### src/rtl/sobel_window_builder.sv
// Turns a raster pixel stream into 3x3 windows for the Sobel core.
// Two line buffers hold rows r-1 and r-2; a 3x3 shift register forms the window.
module sobel_window_builder #(
    parameter int IMG_W = 32,
    parameter int IMG_H = 32,
    parameter int PIX_W = 8
) (
    input  logic                 clk,
    input  logic                 rst,
    input  logic                 start,
    input  logic                 pix_valid,
    input  logic [PIX_W-1:0]     pix_in,
    output logic                 busy,
    output logic [9*PIX_W-1:0]   win,
    output logic                 win_valid,
    output logic [9:0]           center_addr,
    output logic                 done
);

    localparam int COL_W  = $clog2(IMG_W);
    localparam int ROW_W  = $clog2(IMG_H);
    localparam int ADDR_W = 10;

    typedef enum logic [1:0] {
        S_IDLE,
        S_RUN,
        S_DONE
    } state_t;

    state_t           state;
    logic [COL_W-1:0] col;
    logic [ROW_W-1:0] row;

    logic [PIX_W-1:0] lb1 [IMG_W];   // row r-1
    logic [PIX_W-1:0] lb2 [IMG_W];   // row r-2
    logic [PIX_W-1:0] w   [3][3];    // [row][col], row 0 = oldest line, col 0 = leftmost

    logic             accept;
    logic             last_col;
    logic             last_pix;
    logic             emit;
    logic [PIX_W-1:0] top_px;
    logic [PIX_W-1:0] mid_px;
    logic [9*PIX_W-1:0] win_next;
    logic [ADDR_W-1:0]  addr_next;

    assign accept   = (state == S_RUN) && pix_valid;
    assign last_col = (col == COL_W'(IMG_W - 1));
    assign last_pix = last_col && (row == ROW_W'(IMG_H - 1));
    // Columns 0 and 1 of a row still hold the previous row's tail, so they never emit.
    assign emit     = (row >= ROW_W'(2)) && (col >= COL_W'(2));
    assign top_px   = lb2[col];
    assign mid_px   = lb1[col];

    assign win_next = {w[0][1], w[0][2], top_px,
                       w[1][1], w[1][2], mid_px,
                       w[2][1], w[2][2], pix_in};

    assign addr_next = ADDR_W'(row - ROW_W'(1)) * ADDR_W'(IMG_W)
                     + ADDR_W'(col - COL_W'(1));

    // NOTE: line buffers are plain RAM with no reset; rows 0/1 that would expose
    // stale contents are never emitted, so reset logic here would only cost area.
    always_ff @(posedge clk) begin
        if (accept) begin
            lb2[col] <= lb1[col];
            lb1[col] <= pix_in;
        end
    end

    always_ff @(posedge clk or posedge rst) begin
        if (rst) begin
            state       <= S_IDLE;
            col         <= '0;
            row         <= '0;
            busy        <= 1'b0;
            win_valid   <= 1'b0;
            done        <= 1'b0;
            win         <= '0;
            center_addr <= '0;
            for (int r = 0; r < 3; r++)
                for (int c = 0; c < 3; c++)
                    w[r][c] <= '0;
        end else begin
            win_valid <= 1'b0;
            done      <= 1'b0;
            case (state)
                S_IDLE: begin
                    if (start) begin
                        state <= S_RUN;
                        busy  <= 1'b1;
                        col   <= '0;
                        row   <= '0;
                        for (int r = 0; r < 3; r++)
                            for (int c = 0; c < 3; c++)
                                w[r][c] <= '0;
                    end
                end
                S_RUN: begin
                    if (pix_valid) begin
                        for (int r = 0; r < 3; r++) begin
                            w[r][0] <= w[r][1];
                            w[r][1] <= w[r][2];
                        end
                        w[0][2] <= top_px;
                        w[1][2] <= mid_px;
                        w[2][2] <= pix_in;
                        if (emit) begin
                            win         <= win_next;
                            center_addr <= addr_next;
                            win_valid   <= 1'b1;
                        end
                        if (last_col) begin
                            col <= '0;
                            row <= row + ROW_W'(1);
                        end else begin
                            col <= col + COL_W'(1);
                        end
                        if (last_pix) begin
                            state <= S_DONE;
                            busy  <= 1'b0;
                            done  <= 1'b1;
                        end
                    end
                end
                S_DONE: state <= S_IDLE;
                default: state <= S_IDLE;
            endcase
        end
    end

endmodule

### config.mk
export PLATFORM = sky130hd
export DESIGN_NAME = sobel_window_builder
export DESIGN_NICKNAME = d
export VERILOG_FILES = /design/src/rtl/sobel_window_builder.sv
export SDC_FILE = /design/constraint.sdc
export NUM_CORES = 1
export LEC_CHECK = 0
export BUFFER_PORTS_ARGS = -buffer_cell sky130_fd_sc_hd__buf_2
export CORE_AREA = 5 5 273 275
export CTS_CLUSTER_DIAMETER = 60
export DETAILED_ROUTE_END_ITERATION = 16
export DIE_AREA = 0 0 278 280
export HOLD_SLACK_MARGIN = 0.12
export SYNTH_ARGS = -nofsm -noshare
export SYNTH_HDL_FRONTEND = slang
export SYNTH_SLANG_ARGS = --single-unit
### constraint.sdc
create_clock -name clk -period 8.7 [get_ports clk]
set_clock_uncertainty 0.05 [all_clocks]
set_input_delay 0.87 -clock clk [delete_from_list [all_inputs] [get_ports clk]]
set_output_delay 0.87 -clock clk [all_outputs]
set_load 0.02 [all_outputs]
After elaboration in Yosys (flattened, before gate mapping)
Memories as Yosys holds them, arrays and structs flattened. Index checks and enable logic that the tools add are counted.

Magnitude comparators: 2. Multiplexer cells: 26. Add/subtract/negate cells: 5. Eq/ne operators: 7. Reductions and logical operators: 10.

Operators with widths (count): 64-bit two-way mux (2); 64-bit case mux with 2 select lines (1); 5-bit two-way mux (5); 5-bit case mux with 2 select lines (2); 1-bit two-way mux (11); 10-bit adder (1); 5-bit by 1-bit adder with 5-bit output (second input constant) (2); 5-bit == test (second input constant) (2); 5-bit by 2-bit greater-or-equal comparator with 1-bit output (second input constant) (2); 3-bit AND reduction (3); 2-bit inequality test (second input constant) (4); 4-bit AND reduction (2); 2-bit two-way mux (3); 5-bit by 1-bit subtractor with 6-bit output (second input constant) (1); 5-bit by 1-bit subtractor with 5-bit output (second input constant) (1); 2-bit case mux with 2 select lines (1); 1-bit logical AND (3); 2-bit by 1-bit == test with 1-bit output (second input constant) (1); 2-bit logical NOT (1); 1-bit case mux with 2 select lines (1); 2-bit nonzero test (1).

Memories: 2. Bits in registers: 145. Bits in writable memories: 512.

Memory list: lb1 (words 32, bits a word 8, read ports 1, clocked after Yosys merged registers in 0, wr ports 1, line 34) `logic [PIX_W-1:0] lb1 [IMG_W];`; lb2 (words 32, bits a word 8, read ports 1, clocked after Yosys merged registers in 0, wr ports 1, line 35) `logic [PIX_W-1:0] lb2 [IMG_W];`.

Depth between registers and ports, before layout
Gate-level depths: netlist (run 1).

Depth after elaboration: 5. Depth in mapped cells: 13.

Least setup slack after synthesis (run 1)
No wires, ideal clock.

Path type: register -> register. Start: register col[4]. End: register center_addr[9]. Library setup time: 0.083 ns. Arrival time: 2.638 ns. Cell stages (with the launch flop): 14. Path slack: 5.930 ns. Cell sequence: dfrtp_1 > buf_2 > buf_6 > or4_4 > buf_6 > nor2_1 > ha_1 > inv_1 > fa_1 > inv_1 > a21o_1 > a21oi_1 > xnor2_1 > o21ai_0.

Word-level cells in the longest chain between the ends: 3.

Ends and longest elaborated chain: from (decl) (line 31) `logic [COL_W-1:0] col;`; from (signal assigned) (line 117) `col <= col + COL_W'(1);`; parallel branches: the longest is 3 deep, another holds 10-bit adder; to (signal assigned) (line 110) `center_addr <= addr_next;`; to (decl) (line 16) `output logic [9:0] center_addr,`.

Several ways; the timed one is not identified. A chain may end at the register's enable or synchronous reset.

Worst setup path in the final report (run 1)
Start: register col[1]. End: register win[29].

RTL lines: memory read 32 x 8 bit; named net mid_px[5] (line 43) `logic [PIX_W-1:0] mid_px;`; to (signal assigned) (line 109) `win <= win_next;`; to (decl) (line 14) `output logic [9*PIX_W-1:0] win,`.

The timed path passes the listed nets, and every way through them passes these cells.

==> metrics.txt, run 1 <==
# TYPE chip_impl_metric gauge
chip_impl_metric{name="first_pass_iters",unit=""} 5
chip_impl_info{name="final_cell_mix",value="512 x edfxtp_1, 266 x nand2_1, 256 x mux2i_1"} 1
chip_impl_metric{name="cts_post_setup_buffers_inserted",unit=""} 0
chip_impl_metric{name="worst_setup_hold_path_clk_slew",unit="ps"} 60
chip_impl_metric{name="avgViaCountPerCell",unit=""} 5.21
chip_impl_metric{name="final-max-slew-violation-count",unit=""} 0
chip_impl_metric{name="power.sequential.fraction",unit="%"} 44.0
chip_impl_metric{name="power.combinational.fraction",unit="%"} 27.2
chip_impl_metric{name="worstPathMaxFanout",unit=""} 83
chip_impl_metric{name="post-dp-hpwl",unit="mm"} 38.6
chip_impl_metric{name="cellInternalPower",unit="mW"} 6.94
chip_impl_metric{name="syn_avg_cell_area",unit="um2"} 15.5
chip_impl_metric{name="route.detailed.drc",unit=""} 0
chip_impl_metric{name="yosys_register_bits",unit=""} 657
chip_impl_metric{name="synth-edff-count",unit=""} 512
chip_impl_metric{name="cap_viol_max_count",unit=""} 0
chip_impl_metric{name="final_nets",unit=""} 1800
chip_impl_metric{name="timing.final.crit_share",unit="%"} 58.3
chip_impl_metric{name="hold_buffers",unit=""} 0
chip_impl_metric{name="clock_sink_count",unit=""} 657
chip_impl_metric{name="vdd_drop_max",unit="mV"} 0.295
chip_impl_info{name="grt_setup_unrepaired",value="false"} 1
chip_impl_metric{name="n_fill_cell",unit=""} 6530
chip_impl_info{name="run_status",value="finished, final reports clean"} 1
chip_impl_metric{name="grt_usage",unit="%"} 16.6
chip_impl_metric{name="slew_headroom",unit="%"} 18.5
chip_impl_info{name="cts_tree",value="built"} 1
chip_impl_metric{name="clock_power_share",unit="%"} 28.8
chip_impl_metric{name="htree_levels",unit=""} 3
chip_impl_info{name="hold_path_class",value="input pin to asynchronous set/reset pin"} 1
chip_impl_metric{name="ys_warn_count",unit=""} 0
chip_impl_metric{name="number_of_clock_buffers_inserted_by_tritoncts",unit=""} 69
chip_impl_metric{name="power_per_cell_area",unit="nW/um2"} 349
chip_impl_metric{name="placement_rows",unit=""} 99
chip_impl_metric{name="floorplan.initialDensity",unit="%"} 35.5
chip_impl_metric{name="die-area",unit="um2"} 77800
chip_impl_metric{name="timing.hold.ws",unit="ps"} 323
chip_impl_metric{name="worst-endpoint-arrival",unit="ps"} 5500
chip_impl_metric{name="detail-route-antenna-nets",unit=""} 0
chip_impl_info{name="r2r-end",value="win[29]$_DFFE_PP0P_"} 1
chip_impl_info{name="cts.root.buffer_cell",value="clkbuf_16"} 1
chip_impl_metric{name="cp.required",unit="ps"} 9130
chip_impl_info{name="mostFrequentLayoutCell",value="edfxtp_1"} 1
chip_impl_metric{name="fp.dieH",unit="um"} 280
chip_impl_metric{name="finalWeightedCongestion",unit=""} 0.804
chip_impl_metric{name="totalWireLength",unit="mm"} 65.6
chip_impl_metric{name="p_switching",unit="mW"} 3.36
chip_impl_metric{name="vias",unit=""} 14503
chip_impl_metric{name="fmax",unit="MHz"} 197
chip_impl_metric{name="syn-instance-count",unit=""} 1651
chip_impl_info{name="timing.critical_path.to_type",value="flop"} 1
chip_impl_metric{name="seq_area_frac_synth",unit="%"} 74.3
chip_impl_metric{name="cts.repair.resized",unit=""} 0
chip_impl_metric{name="power.static_leakage",unit="nW"} 11.1
chip_impl_metric{name="cell_area_reported_after_detailed_placement",unit="um2"} 27200
chip_impl_metric{name="worstMarginPinSlew",unit="ps"} 1220
chip_impl_metric{name="numPortBuffers",unit=""} 96
chip_impl_metric{name="cts_buffer_depth",unit=""} 3
chip_impl_metric{name="swShare",unit="%"} 32.6
chip_impl_metric{name="setup-tns-final",unit="ps"} 0
chip_impl_metric{name="synth_cell_type_count",unit=""} 43
chip_impl_metric{name="grt_pass1_vias",unit=""} 14474
chip_impl_metric{name="grt.overflow.total",unit=""} 0
chip_impl_info{name="synth_ff_type",value="edfxtp_1"} 1
chip_impl_metric{name="chipWidth",unit="um"} 278
chip_impl_metric{name="rrSetupSlack",unit="ps"} 3630
chip_impl_info{name="setup.worst_path.class",value="flop to flop"} 1
chip_impl_metric{name="postSynth.asyncResetShare",unit="%"} 22.1
chip_impl_metric{name="setup_viol_count_final",unit=""} 0
chip_impl_metric{name="synth_area",unit="um2"} 25600
chip_impl_metric{name="core_area",unit="um2"} 72100
chip_impl_info{name="worst_setup_path_start_kind",value="flop"} 1
chip_impl_metric{name="antenna_cells_inserted",unit=""} 0
chip_impl_metric{name="grt_max_degree",unit=""} 84
chip_impl_metric{name="hold_viol",unit=""} 0
chip_impl_metric{name="antenna_found_initial",unit=""} 0
chip_impl_metric{name="area_delta_synth_final",unit="%"} 15.4
chip_impl_info{name="crit-reg2reg-launch",value="col[1]$_DFFE_PP0P_"} 1
chip_impl_metric{name="num_io_pins",unit=""} 97
chip_impl_metric{name="drt-initial-drc-count",unit=""} 1240
chip_impl_metric{name="worst_r2r_path_depth",unit=""} 7
chip_impl_metric{name="wire_length_of_the_first_global_routing_pass",unit="mm"} 97.0
chip_impl_metric{name="synth_nets",unit=""} 1678
chip_impl_metric{name="drt-wirelength-per-cell",unit="um"} 23.6
chip_impl_metric{name="finalCriticalPeriod",unit="ps"} 5070
chip_impl_metric{name="final_design_area_no_fill",unit="um2"} 29500
chip_impl_metric{name="later_pin_clock_latency_in_the_skew_report",unit="ps"} 610
chip_impl_metric{name="drive_above_1_share",unit="%"} 15.7
-- kinds of logic (layout without fill, tap and decap cells) --
logic type | Yosys count | in the layout | share of synthesized area, %
AO/OA/AOI/OAI | 201 | 201 | 4.97
AND/OR/NAND/NOR | 382 | 382 | 6.59
adder cells (fa/ha/maj) | 15 | 15 | 0.764
XOR/XNOR | 13 | 13 | 0.445
flip-flops | 657 | 657 | 74.3
multiplexers | 273 | 273 | 10.9
buffers and inverters | 110 | 282 | 2.01
-- state kept, by name, indices dropped and copies added, names as in the netlist --
signal and count:
lb1 256, lb2 256, win 72, w 48, center_addr 10, col 5
row 5, state 2, busy 1, done 1, win_valid 1
-- synthesized netlist by cell type, types with 2 or more instances --
master | n | area, um2
o22ai_1 | 128 | 801
mux2_2 | 10 | 113
buf_2 | 48 | 240
nand2_1 | 266 | 998
inv_1 | 10 | 37.5
a21o_1 | 3 | 22.5
nand3_1 | 4 | 20.0
or3b_2 | 2 | 17.5
a22o_1 | 23 | 201
clkbuf_1 | 44 | 165
nor4_1 | 32 | 200
buf_6 | 5 | 56.3
and3_1 | 2 | 12.5
or4b_2 | 5 | 50.1
nand3b_1 | 3 | 22.5
ha_1 | 14 | 175
nand4b_1 | 4 | 35.0
xnor2_1 | 5 | 43.8
nand4bb_1 | 6 | 67.6
nor3_1 | 5 | 25.0
o21ai_0 | 42 | 210
nor3b_1 | 2 | 15.0
mux2_4 | 7 | 105
edfxtp_1 | 512 | 15400
a21oi_1 | 2 | 10.0
dfrtp_1 | 145 | 3630
xor2_1 | 8 | 70.1
nor2_1 | 43 | 161
mux2i_1 | 256 | 2560
nand4_1 | 2 | 12.5
-- cell type report --
type / instances / area, um2 / share of cell area [%]
inverters: 11 / 46.3 / 0.157
clock buffers: 85 / 1870 / 6.35
flip-flops and latches: 657 / 19000 / 64.4
repair buffers: 150 / 898 / 3.04
well taps: 959 / 1200 / 4.07
multi-input cells: 884 / 6060 / 20.5
clock inverters: 36 / 419 / 1.42
-- per-stage QoR --
step,utilization [%],setup slack [ps],total power [mW],instances
6_report,40.9,3630,10.3,2782
5_1_grt,40.9,3350,10.8,2782
4_1_cts,40.9,3620,10.4,2782
3_5_place_dp,37.7,3650,7.42,2661
3_3_place_gp,37.7,3690,7.34,2661
2_1_floorplan,-,3890,6.44,1651
-- worst max-delay path, stage by stage (launching register included) --
cell and delay, ps:
dfrtp_4 1010, buf_12 500, buf_4 970, mux2i_1 280, o22ai_1 110, nor4_1 550, nand2_1 770, mux2_4 530
-- worst max-delay path by stage --
stage                     endpoint  slack [ps]          startpoint
6_report       win[29]$_DFFE_PP0P_        3630  col[1]$_DFFE_PP0P_
5_1_grt        win[25]$_DFFE_PP0P_        3350  col[1]$_DFFE_PP0P_
4_1_cts        win[29]$_DFFE_PP0P_        3620  col[1]$_DFFE_PP0P_
3_5_place_dp   win[29]$_DFFE_PP0P_        3650  col[1]$_DFFE_PP0P_
3_3_place_gp   win[29]$_DFFE_PP0P_        3690  col[1]$_DFFE_PP0P_
2_1_floorplan     busy$_DFFE_PP0P_        3890                 rst
-- layer usage --
metal | global-route usage (%) | vias to the layer above | part of all wire, %
li1 | - | 6485 | -
met1 | 22.7 | 7397 | 43
met2 | 27.2 | 508 | 48
met3 | 3.17 | 113 | 6.2
met4 | 5.20 | 0 | 2.7
met5 | 0 | - | 0
-- power groups by stage --
stage                     clock network (mW)  registers (mW)  logic [mW]
after global placement                     0            4.58        2.76
after global routing                    3.16            4.58        3.05
after floorplan                            0            4.63        1.81
after detailed placement                   0            4.60        2.83
after CTS                               3.02            4.53        2.83
final                                   2.97            4.53        2.80
Note: power is estimated with default switching activity, not from simulation.
==> inputs of run 2 (changes only) <==
- clock period: 8.7 -> 4.49 ns (I/O delays scaled with it)
==> run 2 against run 1 <==
Net effect: first-iteration DRC count rose by 5.8%; via count rose by 0.73%; flip-flop and latch count unchanged; utilization up 0.18 points; sequential share of layout area shrank 0.27 points; total power grew 94%.
==> metrics.txt, run 2 (synthesis gave the netlist of run 1 again) <==
# TYPE chip_impl_metric gauge
chip_impl_info{name="run_status",value="finished, final reports clean"} 1
chip_impl_metric{name="vias",unit=""} 14609
chip_impl_metric{name="grt.overflow.total",unit=""} 0
chip_impl_metric{name="power.static_leakage",unit="nW"} 11.2
chip_impl_metric{name="totalWireLength",unit="mm"} 66.9
chip_impl_metric{name="worst_setup_hold_path_clk_slew",unit="ps"} 60
chip_impl_info{name="worst_path_dominant_cell_family",value="simple AND/OR/NAND/NOR gates"} 1
chip_impl_metric{name="power_per_cell_area",unit="nW/um2"} 673
chip_impl_metric{name="worst-endpoint-arrival",unit="ps"} 4120
chip_impl_metric{name="vdd_drop_max",unit="mV"} 0.330
chip_impl_metric{name="worstMarginPinSlew",unit="ps"} 1150
chip_impl_metric{name="setup_viol_count_final",unit=""} 0
chip_impl_info{name="setup.worst_path.class",value="flop to flop"} 1
chip_impl_metric{name="grt_usage",unit="%"} 16.9
chip_impl_metric{name="final-max-slew-violation-count",unit=""} 0
chip_impl_metric{name="numPortBuffers",unit=""} 96
chip_impl_info{name="cts.root.buffer_cell",value="clkbuf_16"} 1
chip_impl_metric{name="cp.required",unit="ps"} 4930
chip_impl_info{name="hold_path_class",value="input pin to flop"} 1
chip_impl_metric{name="first_pass_iters",unit=""} 7
chip_impl_metric{name="fp.dieH",unit="um"} 280
chip_impl_metric{name="number_of_clock_buffers_inserted_by_tritoncts",unit=""} 67
chip_impl_info{name="timing.critical_path.to_type",value="flop"} 1
chip_impl_metric{name="clock_sink_count",unit=""} 657
chip_impl_metric{name="finalWorstSetupSlack",unit="ps"} 808
chip_impl_metric{name="finalCoreUtilization",unit="%"} 41.1
chip_impl_info{name="grt_setup_unrepaired",value="false"} 1
chip_impl_metric{name="die-area",unit="um2"} 77800
chip_impl_metric{name="post-dp-hpwl",unit="mm"} 42.0
chip_impl_info{name="final_cell_mix",value="512 x edfxtp_1, 266 x nand2_1, 256 x mux2i_1"} 1
chip_impl_metric{name="slew_headroom",unit="%"} 23.1
chip_impl_info{name="crit_path_cell_trace",value="nand4bb_1 -> o22ai_1 -> nor4_1 -> nand2_1 -> buf_4 -> mux2_4"} 1
chip_impl_metric{name="final_nets",unit=""} 1831
chip_impl_metric{name="fmax",unit="MHz"} 272
chip_impl_metric{name="wire_length_of_the_first_global_routing_pass",unit="mm"} 98.3
chip_impl_info{name="cts_tree",value="built"} 1
chip_impl_metric{name="cpPeakStageDelay",unit="ps"} 920
chip_impl_metric{name="crit_buf_inv",unit=""} 1
chip_impl_metric{name="num_io_pins",unit=""} 97
chip_impl_metric{name="core_area",unit="um2"} 72100
chip_impl_metric{name="cts_buffer_depth",unit=""} 3
chip_impl_metric{name="drive_above_1_share",unit="%"} 16.9
chip_impl_metric{name="cts_post_setup_buffers_inserted",unit=""} 0
chip_impl_metric{name="finalCriticalPeriod",unit="ps"} 3680
chip_impl_metric{name="hold_viol",unit=""} 0
chip_impl_metric{name="detailedPlace.worstSlack",unit="ps"} 900
chip_impl_metric{name="route.detailed.drc",unit=""} 0
chip_impl_metric{name="later_pin_clock_latency_in_the_skew_report",unit="ps"} 610
chip_impl_metric{name="finalWeightedCongestion",unit=""} 0.922
chip_impl_metric{name="antenna_found_initial",unit=""} 0
chip_impl_info{name="cpMaxStageDelayCell",value="nand4bb_1"} 1
chip_impl_metric{name="detail-route-antenna-nets",unit=""} 0
chip_impl_metric{name="grt_max_degree",unit=""} 107
chip_impl_metric{name="drt-wirelength-per-cell",unit="um"} 23.8
chip_impl_metric{name="grt_pass1_vias",unit=""} 14579
chip_impl_metric{name="placement_rows",unit=""} 99
chip_impl_info{name="worst_setup_path_start_kind",value="flop"} 1
chip_impl_metric{name="floorplan.initialDensity",unit="%"} 35.5
chip_impl_metric{name="drt-initial-drc-count",unit=""} 1312
chip_impl_metric{name="chipWidth",unit="um"} 278
chip_impl_metric{name="cap_viol_max_count",unit=""} 0
chip_impl_info{name="mostFrequentLayoutCell",value="edfxtp_1"} 1
chip_impl_metric{name="htree_levels",unit=""} 3
chip_impl_metric{name="timing.final.crit_share",unit="%"} 82.0
chip_impl_metric{name="antenna_cells_inserted",unit=""} 0
chip_impl_metric{name="setup-tns-final",unit="ps"} 0
chip_impl_metric{name="area_delta_synth_final",unit="%"} 15.9
chip_impl_metric{name="avgViaCountPerCell",unit=""} 5.19
chip_impl_info{name="largestRegisters",value="lb1 x256, lb2 x256, win x72"} 1
chip_impl_metric{name="worstPathMaxFanout",unit=""} 34
-- run 2: cell count changes in the layout (fill, tap and decap cells not counted), sizes merged --
cell | before | now
clkinvlp | 1 | 4
bufinv | 8 | 4
clkinv | 23 | 21
clkbuf | 85 | 88
dlygate4sd3 | 0 | 2
buf | 150 | 181
-- run 2: area by class of cell --
class                           count  area [um2]
Multi-Input combinational cell    884        6050
Sequential cell                   657       19000
Fill cell                        6513       42500
Clock buffer                       88        1810
Timing Repair Buffer              183        1180
Clock inverter                     33         333
Inverter                           11        46.3
Tap cell                          959        1200
-- run 2: layer usage --
layer  track usage (%)  up-vias  share of wire (%)
li1                  -     6539                  -
met1              22.6     7342                 42
met2              27.0      585                 47
met3              3.72      141                7.2
met4              6.88        2                4.0
met5             0.427        -              0.070
-- run 2: through the flow --
| stage | hold slack [ps] | cell area, um2 | instances | power (mW) |
|---|---|---|---|---|
| after detailed placement | 402 | 27500 | 2692 | 14.7 |
| after global routing | 163 | 29600 | 2815 | 20.9 |
| after CTS | 126 | 29600 | 2815 | 20.1 |
| after floorplan | 389 | 25600 | 1651 | 12.5 |
| final | 173 | 29600 | 2815 | 19.9 |
| after global placement | 400 | 27500 | 2692 | 14.5 |
-- run 2: report_power, final --
group          switching, mW  internal [mW]
clock                   2.30           3.11
combinational           3.92           1.92
sequential             0.517           8.17
total                   6.73           13.2
-- run 2: worst reg2reg max path: stages, from the launching register on --
cell and delay, ps:
dfrtp_1 900, nand4bb_1 920, o22ai_1 210, nor4_1 680
nand2_1 210, buf_4 290, mux2_4 310
-- run 2: final timing paths --
check	slack, ps	startpoint	endpoint	depth (start not counted)
min in group asynchronous	570	rst	center_addr[8]$_DFFE_PP0P_	3
max	810	col[2]$_DFFE_PP0P_	win[25]$_DFFE_PP0P_	6
min reg2reg	410	w[63]$_DFFE_PP0P_	win[71]$_DFFE_PP0P_	2
max in group asynchronous	2880	rst	win[28]$_DFFE_PP0P_	4
max reg2reg	810	col[2]$_DFFE_PP0P_	win[25]$_DFFE_PP0P_	6
min	170	pix_valid	state[1]$_DFFE_PP0P_	3
-- run 2: timing repair --
| action | 4_1_cts | 5_1_grt |
|---|---|---|
| hold buffers | 2 | 0 |
| hold endpoints to repair | 106 | 0 |
| endpoints found under the setup margin | 0 | 0 |
| resized for setup | 0 | 0 |
==> inputs of run 3 (changes only) <==
- clock period: 4.49 -> 3 ns (I/O delays scaled with it)
==> run 3 against run 2 <==
Net effect: total power is 52% higher; sequential power up 48%; utilization increased by 0.56 points; final area is 1.4% higher; via count up 0.37%; final cell count grew 1.2%; worst hold slack better by 56 ps; fmax increased by 28%; clock power grew 48%; die area unchanged; global-route usage fell by 0.96 points; combinational power rose by 61%; critical endpoint is now win[50]$_DFFE_PP0P_; highest routed layer is now met4.
==> metrics.txt, run 3 (synthesis gave the netlist of run 1 again) <==
# TYPE chip_impl_metric gauge
chip_impl_info{name="gr-max-usage-layer",value="met2"} 1
chip_impl_metric{name="worstPathMaxFanout",unit=""} 17
chip_impl_metric{name="floorplan.initialDensity",unit="%"} 35.5
chip_impl_metric{name="clock_sink_count",unit=""} 657
chip_impl_info{name="grt_setup_unrepaired",value="false"} 1
chip_impl_metric{name="cap_viol_max_count",unit=""} 0
chip_impl_metric{name="worst-endpoint-arrival",unit="ps"} 3310
chip_impl_metric{name="worst_setup_hold_path_clk_slew",unit="ps"} 60
chip_impl_info{name="hold_path_class",value="input pin to flop"} 1
chip_impl_metric{name="placement_rows",unit=""} 99
chip_impl_info{name="setup.worst_path.class",value="flop to flop"} 1
chip_impl_metric{name="totalWireLength",unit="mm"} 63.9
chip_impl_metric{name="finalWeightedCongestion",unit=""} 0.810
chip_impl_metric{name="power_per_cell_area",unit="nW/um2"} 1010
chip_impl_info{name="run_status",value="finished, final reports clean"} 1
chip_impl_metric{name="grt.overflow.total",unit=""} 0
chip_impl_metric{name="grt_pass1_vias",unit=""} 14602
chip_impl_metric{name="vias",unit=""} 14663
chip_impl_metric{name="drt-wirelength-per-cell",unit="um"} 22.4
chip_impl_metric{name="timing.final.crit_share",unit="%"} 95.9
chip_impl_metric{name="first_pass_iters",unit=""} 7
chip_impl_info{name="worst_setup_path_start_kind",value="flop"} 1
chip_impl_metric{name="slew_headroom",unit="%"} 34.7
chip_impl_metric{name="final_nets",unit=""} 1869
chip_impl_metric{name="cp.required",unit="ps"} 3430
chip_impl_metric{name="chipWidth",unit="um"} 278
chip_impl_metric{name="setup_viol_count_final",unit=""} 0
chip_impl_metric{name="grt_util_met1",unit="%"} 21.8
chip_impl_info{name="crit-reg2reg-launch",value="col[0]$_DFFE_PP0P_"} 1
chip_impl_metric{name="detail-route-antenna-nets",unit=""} 0
chip_impl_metric{name="global_route_track_usage_on_met2",unit="%"} 26.5
chip_impl_metric{name="groute.layer.met3.usage",unit="%"} 2.80
chip_impl_metric{name="fmax",unit="MHz"} 347
chip_impl_metric{name="fp.dieH",unit="um"} 280
chip_impl_metric{name="setup-tns-final",unit="ps"} 0
chip_impl_metric{name="hold_viol",unit=""} 0
chip_impl_metric{name="avgViaCountPerCell",unit=""} 5.15
chip_impl_metric{name="route.detailed.drc",unit=""} 0
chip_impl_metric{name="grt_usage",unit="%"} 15.9
chip_impl_info{name="min_to",value="win[0]$_DFFE_PP0P_"} 1
chip_impl_metric{name="min_delay_path_depth",unit=""} 3
chip_impl_metric{name="die-area",unit="um2"} 77800
chip_impl_metric{name="power.static_leakage",unit="nW"} 11.4
chip_impl_metric{name="grt_max_degree",unit=""} 75
chip_impl_metric{name="drt-initial-drc-count",unit=""} 1363
chip_impl_metric{name="cell_area_reported_after_detailed_placement",unit="um2"} 27800
chip_impl_metric{name="htree_levels",unit=""} 3
chip_impl_metric{name="worst_r2r_path_depth",unit=""} 7
chip_impl_metric{name="antenna_cells_inserted",unit=""} 0
chip_impl_metric{name="rrSetupSlack",unit="ps"} 120
chip_impl_metric{name="cts_buffer_depth",unit=""} 3
chip_impl_metric{name="number_of_clock_buffers_inserted_by_tritoncts",unit=""} 66
chip_impl_metric{name="core_area",unit="um2"} 72100
chip_impl_metric{name="finalCriticalPeriod",unit="ps"} 2880
chip_impl_metric{name="final_design_area_no_fill",unit="um2"} 30000
chip_impl_metric{name="area_delta_synth_final",unit="%"} 17.5
chip_impl_info{name="final_cell_mix",value="512 x edfxtp_1, 266 x nand2_1, 256 x mux2i_1"} 1
chip_impl_info{name="r2r-end",value="win[50]$_DFFE_PP0P_"} 1
chip_impl_info{name="cts_tree",value="built"} 1
chip_impl_metric{name="antenna_found_initial",unit=""} 1
chip_impl_info{name="largestRegisters",value="lb1 x256, lb2 x256, win x72"} 1
chip_impl_info{name="mostFrequentLayoutCell",value="edfxtp_1"} 1
chip_impl_metric{name="drive_above_1_share",unit="%"} 18.4
chip_impl_metric{name="wire_length_of_the_first_global_routing_pass",unit="mm"} 94.8
chip_impl_metric{name="worstMarginPinSlew",unit="ps"} 976
chip_impl_metric{name="post-dp-hpwl",unit="mm"} 40.9
chip_impl_metric{name="final-max-slew-violation-count",unit=""} 0
chip_impl_metric{name="vdd_drop_max",unit="mV"} 0.516
chip_impl_info{name="holdCritStartpoint",value="pix_in[0]"} 1
chip_impl_metric{name="numPortBuffers",unit=""} 96
chip_impl_metric{name="later_pin_clock_latency_in_the_skew_report",unit="ps"} 590
chip_impl_metric{name="num_io_pins",unit=""} 97
chip_impl_info{name="cts.root.buffer_cell",value="clkbuf_16"} 1
chip_impl_info{name="timing.critical_path.to_type",value="flop"} 1
run 3: routing by layer:
metal / wire [um] / vias up
li1: - / 6607
met1: 27500 / 7508
met2: 31200 / 455
met3: 3760 / 93
met4: 1420 / 0
met5: 0 / -
run 3: area by class of cell:
cell class	instances	area, um2
timing repair buffer	222	1610
clock buffer	85	1830
tap	959	1200
inverter	11	45.0
fill	6479	42100
clock inverter	31	274
multi-input combinational	884	6060
sequential	657	19000
run 3: power by group:
part           switching [mW]  internal, mW  total (mW)
Combinational            6.08          3.35        9.43
Clock                    3.34          4.67        8.01
Sequential              0.638          12.2        12.9
run 3: how the worst max path moves through the flow:
stage	startpoint	to	slack (ps)
finish	col[0]$_DFFE_PP0P_	win[50]$_DFFE_PP0P_	120
detailed placement	col[1]$_DFFE_PP0P_	win[50]$_DFFE_PP0P_	20
CTS	col[1]$_DFFE_PP0P_	win[50]$_DFFE_PP0P_	30
floorplan	col[4]$_DFFE_PP0P_	center_addr[9]$_DFFE_PP0P_	230
global route	col[0]$_DFFE_PP0P_	win[50]$_DFFE_PP0P_	20
global placement	col[1]$_DFFE_PP0P_	win[50]$_DFFE_PP0P_	40
run 3: critical path: stages (launching register included):
cell	delay, ps
dfrtp_1	550
buf_4	310
nand4_1	440
buf_4	300
o22ai_1	100
nor4_1	410
nand2_1	270
mux2_2	330
run 3: repair_timing:
| action | CTS | global route |
|---|---|---|
| setup endpoints to repair | 0 | 3 |
| hold endpoints to repair | 27 | 0 |
| buffers inserted | 0 | 0 |
| resized for setup | 0 | 4 |
| hold buffers | 4 | 0 |
run 3: through the flow:
| stage | hold WS (ps) | std cells | setup WS (ps) | utilization [%] | power (mW) |
|---|---|---|---|---|---|
| after global placement | 372 | 2728 | 42.8 | 38.6 | 22.2 |
| after CTS | 216 | 2848 | 26.4 | 41.6 | 30.5 |
| after floorplan | 349 | 1651 | 230 | - | 18.7 |
| after global routing | 251 | 2849 | 15.6 | 41.7 | 31.7 |
| after detailed placement | 375 | 2728 | 19.7 | 38.6 | 22.5 |
| final | 229 | 2849 | 122 | 41.7 | 30.3 |
